===== src/rtl/npu_seq_ctrl_if.sv =====
// Host register bus for the NPU sequencer: single-port enable/write strobe with a
// registered read-data return.
interface npu_seq_ctrl_if;
   logic        ena;
   logic        wea;
   logic [15:0] addra;
   logic [31:0] dina;
   logic [31:0] douta;

   modport master (output ena, wea, addra, dina, input douta);
   modport slave  (input ena, wea, addra, dina, output douta);
endinterface


===== src/rtl/npu_seq_ctrl.sv =====
// Host-command sequencer: conv1, CHAN accumulated conv2 passes, then the FC1 group
// stream to the final logit. Sticky status, IRQ, abort and progress/cycle counters.
module npu_seq_ctrl #(
   parameter int L1_PIXELS  = 182,
   parameter int L2_PIXELS  = 132,
   parameter int CHAN       = 10,
   parameter int FC1_GROUPS = 330,
   parameter int RES_W      = 24,
   parameter int PIX_W      = 8
) (
   input  logic             clk,
   input  logic             rst_ni,
   npu_seq_ctrl_if.slave    host,
   output logic             conv_trigger,
   output logic             conv_clear,
   output logic             conv_layer,
   output logic             psum_clear,
   input  logic [PIX_W-1:0] conv_pixel_addr,
   input  logic             conv_pixel_valid,
   output logic             fc_start,
   output logic             fc_next,
   input  logic             fc_valid,
   input  logic             fc_done,
   input  logic [RES_W-1:0] fc_logit,
   output logic             irq
);
   localparam int PW = $clog2(CHAN + 1);
   localparam int GW = $clog2(FC1_GROUPS + 1);

   localparam logic [2:0] IDLE    = 3'd0;
   localparam logic [2:0] CONV1   = 3'd1;
   localparam logic [2:0] WAIT_W  = 3'd2;
   localparam logic [2:0] CONV2   = 3'd3;
   localparam logic [2:0] FC_WAIT = 3'd4;
   localparam logic [2:0] FC_RUN  = 3'd5;
   localparam logic [2:0] DONE    = 3'd6;

   logic [2:0]       state_q, state_d;
   logic [PW-1:0]    pass_cnt_q, pass_cnt_d, pass_inc;
   logic [GW-1:0]    grp_cnt_q, grp_cnt_d;
   logic [31:0]      cycle_cnt_q, cycle_cnt_d;
   logic [RES_W-1:0] result_q, result_d;
   logic             done_q, done_d, err_q, err_d, irq_pend_q, irq_pend_d;
   logic             trig_q, trig_d, cclr_q, cclr_d, pclr_q, pclr_d;
   logic             layer_q, layer_d, fstart_q, fstart_d, fnext_q, fnext_d;
   logic [31:0]      douta_q, douta_d;

   logic [2:0]  sel;
   logic [11:0] idx;
   logic        cmd_wr, c_abort, c_start, c_wready, c_fnext, c_irqclr;
   logic        busy, last1, last2, got_done, set_err, set_done, clr_flags;
   logic        unused;

   assign sel      = host.addra[14:12];
   assign idx      = host.addra[11:0];
   assign cmd_wr   = host.ena && host.wea && (sel == 3'b101) && (idx == 12'd0);
   // Command bits are resolved to a single winner; IRQ_CLR rides alongside.
   assign c_abort  = cmd_wr && host.dina[1];
   assign c_start  = cmd_wr && host.dina[0] && !host.dina[1];
   assign c_wready = cmd_wr && host.dina[2] && (host.dina[1:0] == 2'b00);
   assign c_fnext  = cmd_wr && host.dina[3] && (host.dina[2:0] == 3'b000);
   assign c_irqclr = cmd_wr && host.dina[4];
   assign busy     = (state_q != IDLE);
   assign last1    = conv_pixel_valid && (conv_pixel_addr == PIX_W'(L1_PIXELS - 1));
   assign last2    = conv_pixel_valid && (conv_pixel_addr == PIX_W'(L2_PIXELS - 1));
   assign got_done = !c_abort && fc_done && (state_q == FC_WAIT || state_q == FC_RUN);
   assign pass_inc = pass_cnt_q + PW'(1);
   assign unused   = ^{host.addra[15], host.dina[31:5]};

   always_comb begin
      state_d     = state_q;
      pass_cnt_d  = pass_cnt_q;
      grp_cnt_d   = grp_cnt_q;
      cycle_cnt_d = (busy && cycle_cnt_q != 32'hFFFF_FFFF) ? cycle_cnt_q + 32'd1 : cycle_cnt_q;
      result_d    = got_done ? fc_logit : result_q;
      layer_d     = layer_q;
      trig_d      = 1'b0;
      cclr_d      = 1'b0;
      pclr_d      = 1'b0;
      fstart_d    = 1'b0;
      fnext_d     = 1'b0;
      set_err     = 1'b0;
      set_done    = got_done;
      clr_flags   = c_irqclr;
      if (c_abort) begin
         state_d     = IDLE;
         cclr_d      = 1'b1;
         pclr_d      = 1'b1;
         layer_d     = 1'b0;
         pass_cnt_d  = '0;
         grp_cnt_d   = '0;
         cycle_cnt_d = '0;
      end else begin
         if ((c_start && busy) || (c_wready && state_q != WAIT_W) ||
             (c_fnext && state_q != FC_WAIT))
            set_err = 1'b1;
         case (state_q)
            IDLE: if (c_start) begin
               clr_flags   = 1'b1;
               pass_cnt_d  = '0;
               grp_cnt_d   = '0;
               cycle_cnt_d = '0;
               layer_d     = 1'b0;
               trig_d      = 1'b1;
               state_d     = CONV1;
            end
            CONV1: if (last1) begin
               cclr_d     = 1'b1;
               pclr_d     = 1'b1;
               layer_d    = 1'b1;
               pass_cnt_d = '0;
               state_d    = WAIT_W;
            end
            WAIT_W: if (c_wready) begin
               trig_d  = 1'b1;
               state_d = CONV2;
            end
            CONV2: if (last2) begin
               cclr_d     = 1'b1;
               pass_cnt_d = pass_inc;
               if (pass_inc == PW'(CHAN)) begin
                  layer_d  = 1'b0;
                  fstart_d = 1'b1;
                  state_d  = FC_WAIT;
               end else begin
                  state_d = WAIT_W;
               end
            end
            FC_WAIT: if (got_done) begin
               state_d = DONE;
            end else if (c_fnext) begin
               // Host asked for more groups than the FC1 layer holds.
               if (grp_cnt_q == GW'(FC1_GROUPS)) begin
                  set_err = 1'b1;
                  state_d = IDLE;
               end else begin
                  fnext_d = 1'b1;
                  state_d = FC_RUN;
               end
            end
            FC_RUN: if (got_done) begin
               state_d = DONE;
            end else if (fc_valid) begin
               grp_cnt_d = grp_cnt_q + GW'(1);
               state_d   = FC_WAIT;
            end
            DONE:    state_d = IDLE;
            default: state_d = IDLE;
         endcase
      end
      done_d     = set_done || (done_q && !clr_flags);
      irq_pend_d = set_done || (irq_pend_q && !clr_flags);
      err_d      = set_err  || (err_q && !clr_flags);
   end

   always_comb begin
      douta_d = douta_q;
      if (host.ena && !host.wea) begin
         douta_d = '0;
         if (sel == 3'b111) begin
            case (idx)
               12'd0:   douta_d = {21'd0, state_q, 4'd0, err_q, busy, irq_pend_q, done_q};
               12'd4:   douta_d = 32'($signed(result_q));
               12'd8:   douta_d = 32'(pass_cnt_q);
               12'd12:  douta_d = 32'(grp_cnt_q);
               12'd16:  douta_d = cycle_cnt_q;
               default: douta_d = '0;
            endcase
         end
      end
   end

   always_ff @(posedge clk or negedge rst_ni) begin
      if (!rst_ni) begin
         state_q     <= IDLE;
         pass_cnt_q  <= '0;
         grp_cnt_q   <= '0;
         cycle_cnt_q <= '0;
         result_q    <= '0;
         done_q      <= 1'b0;
         err_q       <= 1'b0;
         irq_pend_q  <= 1'b0;
         trig_q      <= 1'b0;
         cclr_q      <= 1'b0;
         pclr_q      <= 1'b0;
         layer_q     <= 1'b0;
         fstart_q    <= 1'b0;
         fnext_q     <= 1'b0;
         douta_q     <= '0;
      end else begin
         state_q     <= state_d;
         pass_cnt_q  <= pass_cnt_d;
         grp_cnt_q   <= grp_cnt_d;
         cycle_cnt_q <= cycle_cnt_d;
         result_q    <= result_d;
         done_q      <= done_d;
         err_q       <= err_d;
         irq_pend_q  <= irq_pend_d;
         trig_q      <= trig_d;
         cclr_q      <= cclr_d;
         pclr_q      <= pclr_d;
         layer_q     <= layer_d;
         fstart_q    <= fstart_d;
         fnext_q     <= fnext_d;
         douta_q     <= douta_d;
      end
   end

   assign conv_trigger = trig_q;
   assign conv_clear   = cclr_q;
   assign psum_clear   = pclr_q;
   assign conv_layer   = layer_q;
   assign fc_start     = fstart_q;
   assign fc_next      = fnext_q;
   assign irq          = irq_pend_q;
   assign host.douta   = douta_q;
endmodule


===== src/flat_wrapper.sv =====
// flat-port wrapper written by rule: the top's interface ports become plain ports
module npu_seq_ctrl_flat 
#(
   parameter int L1_PIXELS  = 182,
   parameter int L2_PIXELS  = 132,
   parameter int CHAN       = 10,
   parameter int FC1_GROUPS = 330,
   parameter int RES_W      = 24,
   parameter int PIX_W      = 8
)
  (clk, rst_ni, conv_trigger, conv_clear, conv_layer, psum_clear, conv_pixel_addr, conv_pixel_valid, fc_start, fc_next, fc_valid, fc_done, fc_logit, irq, host_ena, host_wea, host_addra, host_dina, host_douta);
  npu_seq_ctrl_if host_i ();
  input  logic clk;
  input  logic rst_ni;
  output logic conv_trigger;
  output logic conv_clear;
  output logic conv_layer;
  output logic psum_clear;
  input  logic [PIX_W-1:0] conv_pixel_addr;
  input  logic conv_pixel_valid;
  output logic fc_start;
  output logic fc_next;
  input  logic fc_valid;
  input  logic fc_done;
  input  logic [RES_W-1:0] fc_logit;
  output logic irq;
  input wire logic [$bits(host_i.ena)-1:0] host_ena;
  input wire logic [$bits(host_i.wea)-1:0] host_wea;
  input wire logic [$bits(host_i.addra)-1:0] host_addra;
  input wire logic [$bits(host_i.dina)-1:0] host_dina;
  output wire logic [$bits(host_i.douta)-1:0] host_douta;
  assign host_i.ena = host_ena;
  assign host_i.wea = host_wea;
  assign host_i.addra = host_addra;
  assign host_i.dina = host_dina;
  assign host_douta = host_i.douta;
  npu_seq_ctrl #(.L1_PIXELS(L1_PIXELS), .L2_PIXELS(L2_PIXELS), .CHAN(CHAN), .FC1_GROUPS(FC1_GROUPS), .RES_W(RES_W), .PIX_W(PIX_W)) u_core (.clk(clk), .rst_ni(rst_ni), .host(host_i), .conv_trigger(conv_trigger), .conv_clear(conv_clear), .conv_layer(conv_layer), .psum_clear(psum_clear), .conv_pixel_addr(conv_pixel_addr), .conv_pixel_valid(conv_pixel_valid), .fc_start(fc_start), .fc_next(fc_next), .fc_valid(fc_valid), .fc_done(fc_done), .fc_logit(fc_logit), .irq(irq));
endmodule

===== config.mk =====
export PLATFORM = sky130hd
export DESIGN_NAME = npu_seq_ctrl_flat
export DESIGN_NICKNAME = d
export VERILOG_FILES = /design/src/rtl/npu_seq_ctrl_if.sv /design/src/rtl/npu_seq_ctrl.sv /design/src/flat_wrapper.sv
export SDC_FILE = /design/constraint.sdc
export NUM_CORES = 1
export LEC_CHECK = 0
export CORE_MARGIN = 4
export CORE_UTILIZATION = 44
export CTS_BUF_LIST = sky130_fd_sc_hd__clkbuf_4 sky130_fd_sc_hd__clkbuf_8
export DETAILED_ROUTE_END_ITERATION = 10
export GPL_ROUTABILITY_DRIVEN = 0
export PLACE_DENSITY = 0.67
export REMOVE_ABC_BUFFERS = 1
export SYNTH_ARGS = -nofsm -noshare
export SYNTH_HDL_FRONTEND = slang
export SYNTH_SLANG_ARGS = --single-unit
export TNS_END_PERCENT = 100

===== constraint.sdc =====
create_clock -name clk -period 3.9 [get_ports clk]
set_clock_uncertainty 0.2 [all_clocks]
set_input_delay 0.975 -clock clk [delete_from_list [all_inputs] [get_ports clk]]
set_output_delay 0.975 -clock clk [all_outputs]
set_load 0.005 [all_outputs]

==> run metrics <==
clock sinks=113; Port-buffer cells=97; antenna violations before repair=0; largest net degree at the start of global routing=53; Period minus WS final=3.149 ns; DIE AREA=roughly 16000 um2; total gr overflow=0; First DRT Iteration DRCs=278; CTS tree=yes; nets=just over 800; max_cap viols=0; max layer used=met4; status=finished, final reports clean; HPWL after DPL=between 10 and 15 mm; metal3 WL=764 um; post-cts sizing count=0; CTS root buffer=clkbuf_8; complex-gate fraction of the synthesized area=0.1734; Fin. Hold Viols=0; largest family of logic cells by synthesized area=simple AND/OR/NAND/NOR gates; commonest non-fill, non-tap cells in the layout=dfrtp_1, clkdlybuf4s50_1, nand2_1; met2 WL=7.968 mm; Worst Tran Pin Value=around 0.98 ns; GRT Total Usage=0.2133; Setup violations, final=0; synthesized flop and latch total=113; Mapped Cells=623; Syn. warnings=0; RSZ-0062 raised after global routing=no; most common cell after layout, fill and taps aside=dfrtp_1; Clk pin slew, worst setup/hold paths=0.06 ns; fraction of layout cells with a size suffix above 1=0.1160; Final Max Slew Viols=0; Peak VDD IR=around 0.19 mV; Synth Area in Simple Gates=0.2313; final cell count without fillers=about 900; Max Root-Sink Buffers=2; fin util=0.5696; drt via density=approximately 5.9; cell mode on critical path=or3_1; clk_lat worst skew=0.45 ns; Post-Synth XOR/XNOR Area=0.008589; Distinct cells, synth=72; mux cell area share after synthesis=0.06994; CP required=4.03 ns; dominant synthesized flop cell=dfrtp_1; P per Cell Area=463.8 nW/um2; Fill cells=1245; Via Count=5323; Critical Path Sink Type=flop; core box area=13450 um2; sequential area share after synthesis=0.4622; Slowest-stage cell, CP=nor4_4; HP Class=reg -> reg; setup tns final=0 ns; R2R Setup Slk=1.06 ns; fin crit share=0.8075; average wire per standard cell=17.69 um; leakage=3.143 nW; type of origin of the critical path=input port; Tot Pwr=0.003554 W; DRT Pass-1 Iters=5; first-pass GRT wire length=approximately 27 mm; TritonCTS Buffers=17; die height=125.9 um; Max Fanout on Critical Path=7; Mapped Area=6118 um2; Post-synth EDFFs=0; crit-path cells=clkdlybuf4s50_1 > or3_1 > nor4_4 > a31oi_1 > or3_1 > a32o_1; asr flop ratio synth=1.000; DP Area=7247 um2; max incr delay on CP=~0.5 ns; Peak Freq=0.3175 GHz; DRT antenna net count=0; Post-CTS Setup Inserts=0; vias in the first global route=5611; crit path DAT=around 3.3 ns; Crit Path Category=in -> reg; Rel. slew slack=0.3463; Adder-Cell Fraction of Synth Area=0.01022; placed cell count=between 800 and 900; row count=42; Area Overhead vs Synth=25.24%; Die W=125.9 um; hold_buf cts=0; Synth Area per Inst=9.821 um2; DRC=0; H-tree levels=4; Starting Density=0.4548; # IOs=126; Metal-1 WL=7.034 mm; fin area=7662 um2; ANT cells=0; final wirelength=16.08 mm
[metal layers]
metal  track usage  vias to the layer above
li1              -                     2545
met1        0.2660                     2615
met2        0.3568                      141
met3       0.05080                       22
met4       0.08707                        0
met5             0                        -
[worst max-delay path, delay by kind of cell]
| family | cells | cell delay (ns) |
|---|---|---|
| simple gates | 3 | 1.39 |
| compound gates | 2 | 0.52 |
| buf+inv | 1 | 0.39 |
[logic make-up (layout without fill, tap and decap cells)]
group,count (synthesis),count (layout)
simple gates,255,255
compound gates,156,156
flops,113,113
buf+inv,49,159
mux,39,39
xor+xnor,6,6
fa+ha+maj,5,5
[flip-flops by register name (all words and copies together), names as in the netlist]
signal	flops
u_core.result_q	24
u_core.done_q	1
u_core.grp_cnt_q	9
u_core.cycle_cnt_q	32
u_core.conv_clear	1
u_core.fc_start	1
u_core.conv_layer	1
u_core.psum_clear	1
u_core.err_q	1
u_core.conv_trigger	1
u_core.host.douta	32
u_core.pass_cnt_q	4
u_core.state_q	3
u_core.fc_next	1
u_core.irq	1
[layout make-up]
cell class,count,area [um2],area share
repair buffers,119,1146,0.1496
clock inverters,13,167.7,0.02188
well taps,176,220.2,0.02874
clock buffers,18,247.7,0.03233
inverters,9,33.78,0.004409
multi-input cells,461,3019,0.3940
flip-flops and latches,113,2828,0.3690
[metrics by stage]
stage          setup WS [ns]  hold slack (ns)
6_report              0.7507           0.2850
5_1_grt               0.6501           0.3149
4_1_cts               0.8015           0.2914
3_5_place_dp          0.3209           0.2711
3_3_place_gp          0.3631           0.2645
2_1_floorplan         0.4023           0.2431
[synth_stat cells (3+ instances only)]
library cell / number / area [um2]
a21oi_1: 20 / 100.1
a22o_1: 5 / 43.79
a22oi_1: 26 / 195.2
a31oi_1: 9 / 56.30
a32oi_1: 4 / 35.03
and3_1: 9 / 56.30
and4_1: 4 / 35.03
buf_2: 12 / 60.06
buf_4: 7 / 52.55
buf_6: 6 / 67.56
clkbuf_1: 13 / 48.80
dfrtp_1: 113 / 2828
ha_1: 5 / 62.56
inv_1: 9 / 33.78
mux2_1: 18 / 202.7
mux2_2: 12 / 135.1
mux2i_1: 9 / 90.09
nand2_1: 82 / 307.8
nand2b_1: 7 / 43.79
nand3_1: 29 / 145.1
nand4_1: 17 / 106.4
nor2_1: 26 / 97.59
nor2b_1: 3 / 18.77
nor3_1: 15 / 75.07
nor4b_1: 4 / 35.03
nor4bb_1: 3 / 30.03
o211ai_1: 13 / 97.59
o21ai_0: 20 / 100.1
o21ai_1: 25 / 125.1
o22ai_1: 4 / 25.02
o31ai_1: 7 / 52.55
or2_2: 3 / 18.77
or3_1: 15 / 93.84
or4_1: 15 / 112.6
xnor2_1: 6 / 52.55
[report_power, final]
part | internal, W | switching (W)
clock | 0.000698 | 0.000480
combinational | 0.000361 | 0.000466
sequential | 0.00131 | 0.000239
total | 0.00237 | 0.00119
[final timing paths]
check / from / end / cells past startpoint
max in group asynchronous: rst_ni / u_core.psum_clear$_DFF_PN0_ / 2
min: u_core.host.douta[26]$_DFFE_PN0P_ / u_core.host.douta[26]$_DFFE_PN0P_ / 2
max: host_addra[5] / u_core.state_q[2]$_DFFE_PN0P_ / 6
max reg2reg: u_core.cycle_cnt_q[10]$_DFF_PN0_ / u_core.cycle_cnt_q[17]$_DFF_PN0_ / 6
min in group asynchronous: rst_ni / u_core.result_q[15]$_DFFE_PN0P_ / 1
min reg2reg: u_core.host.douta[26]$_DFFE_PN0P_ / u_core.host.douta[26]$_DFFE_PN0P_ / 2
Note: power is estimated with default switching activity, not from simulation.
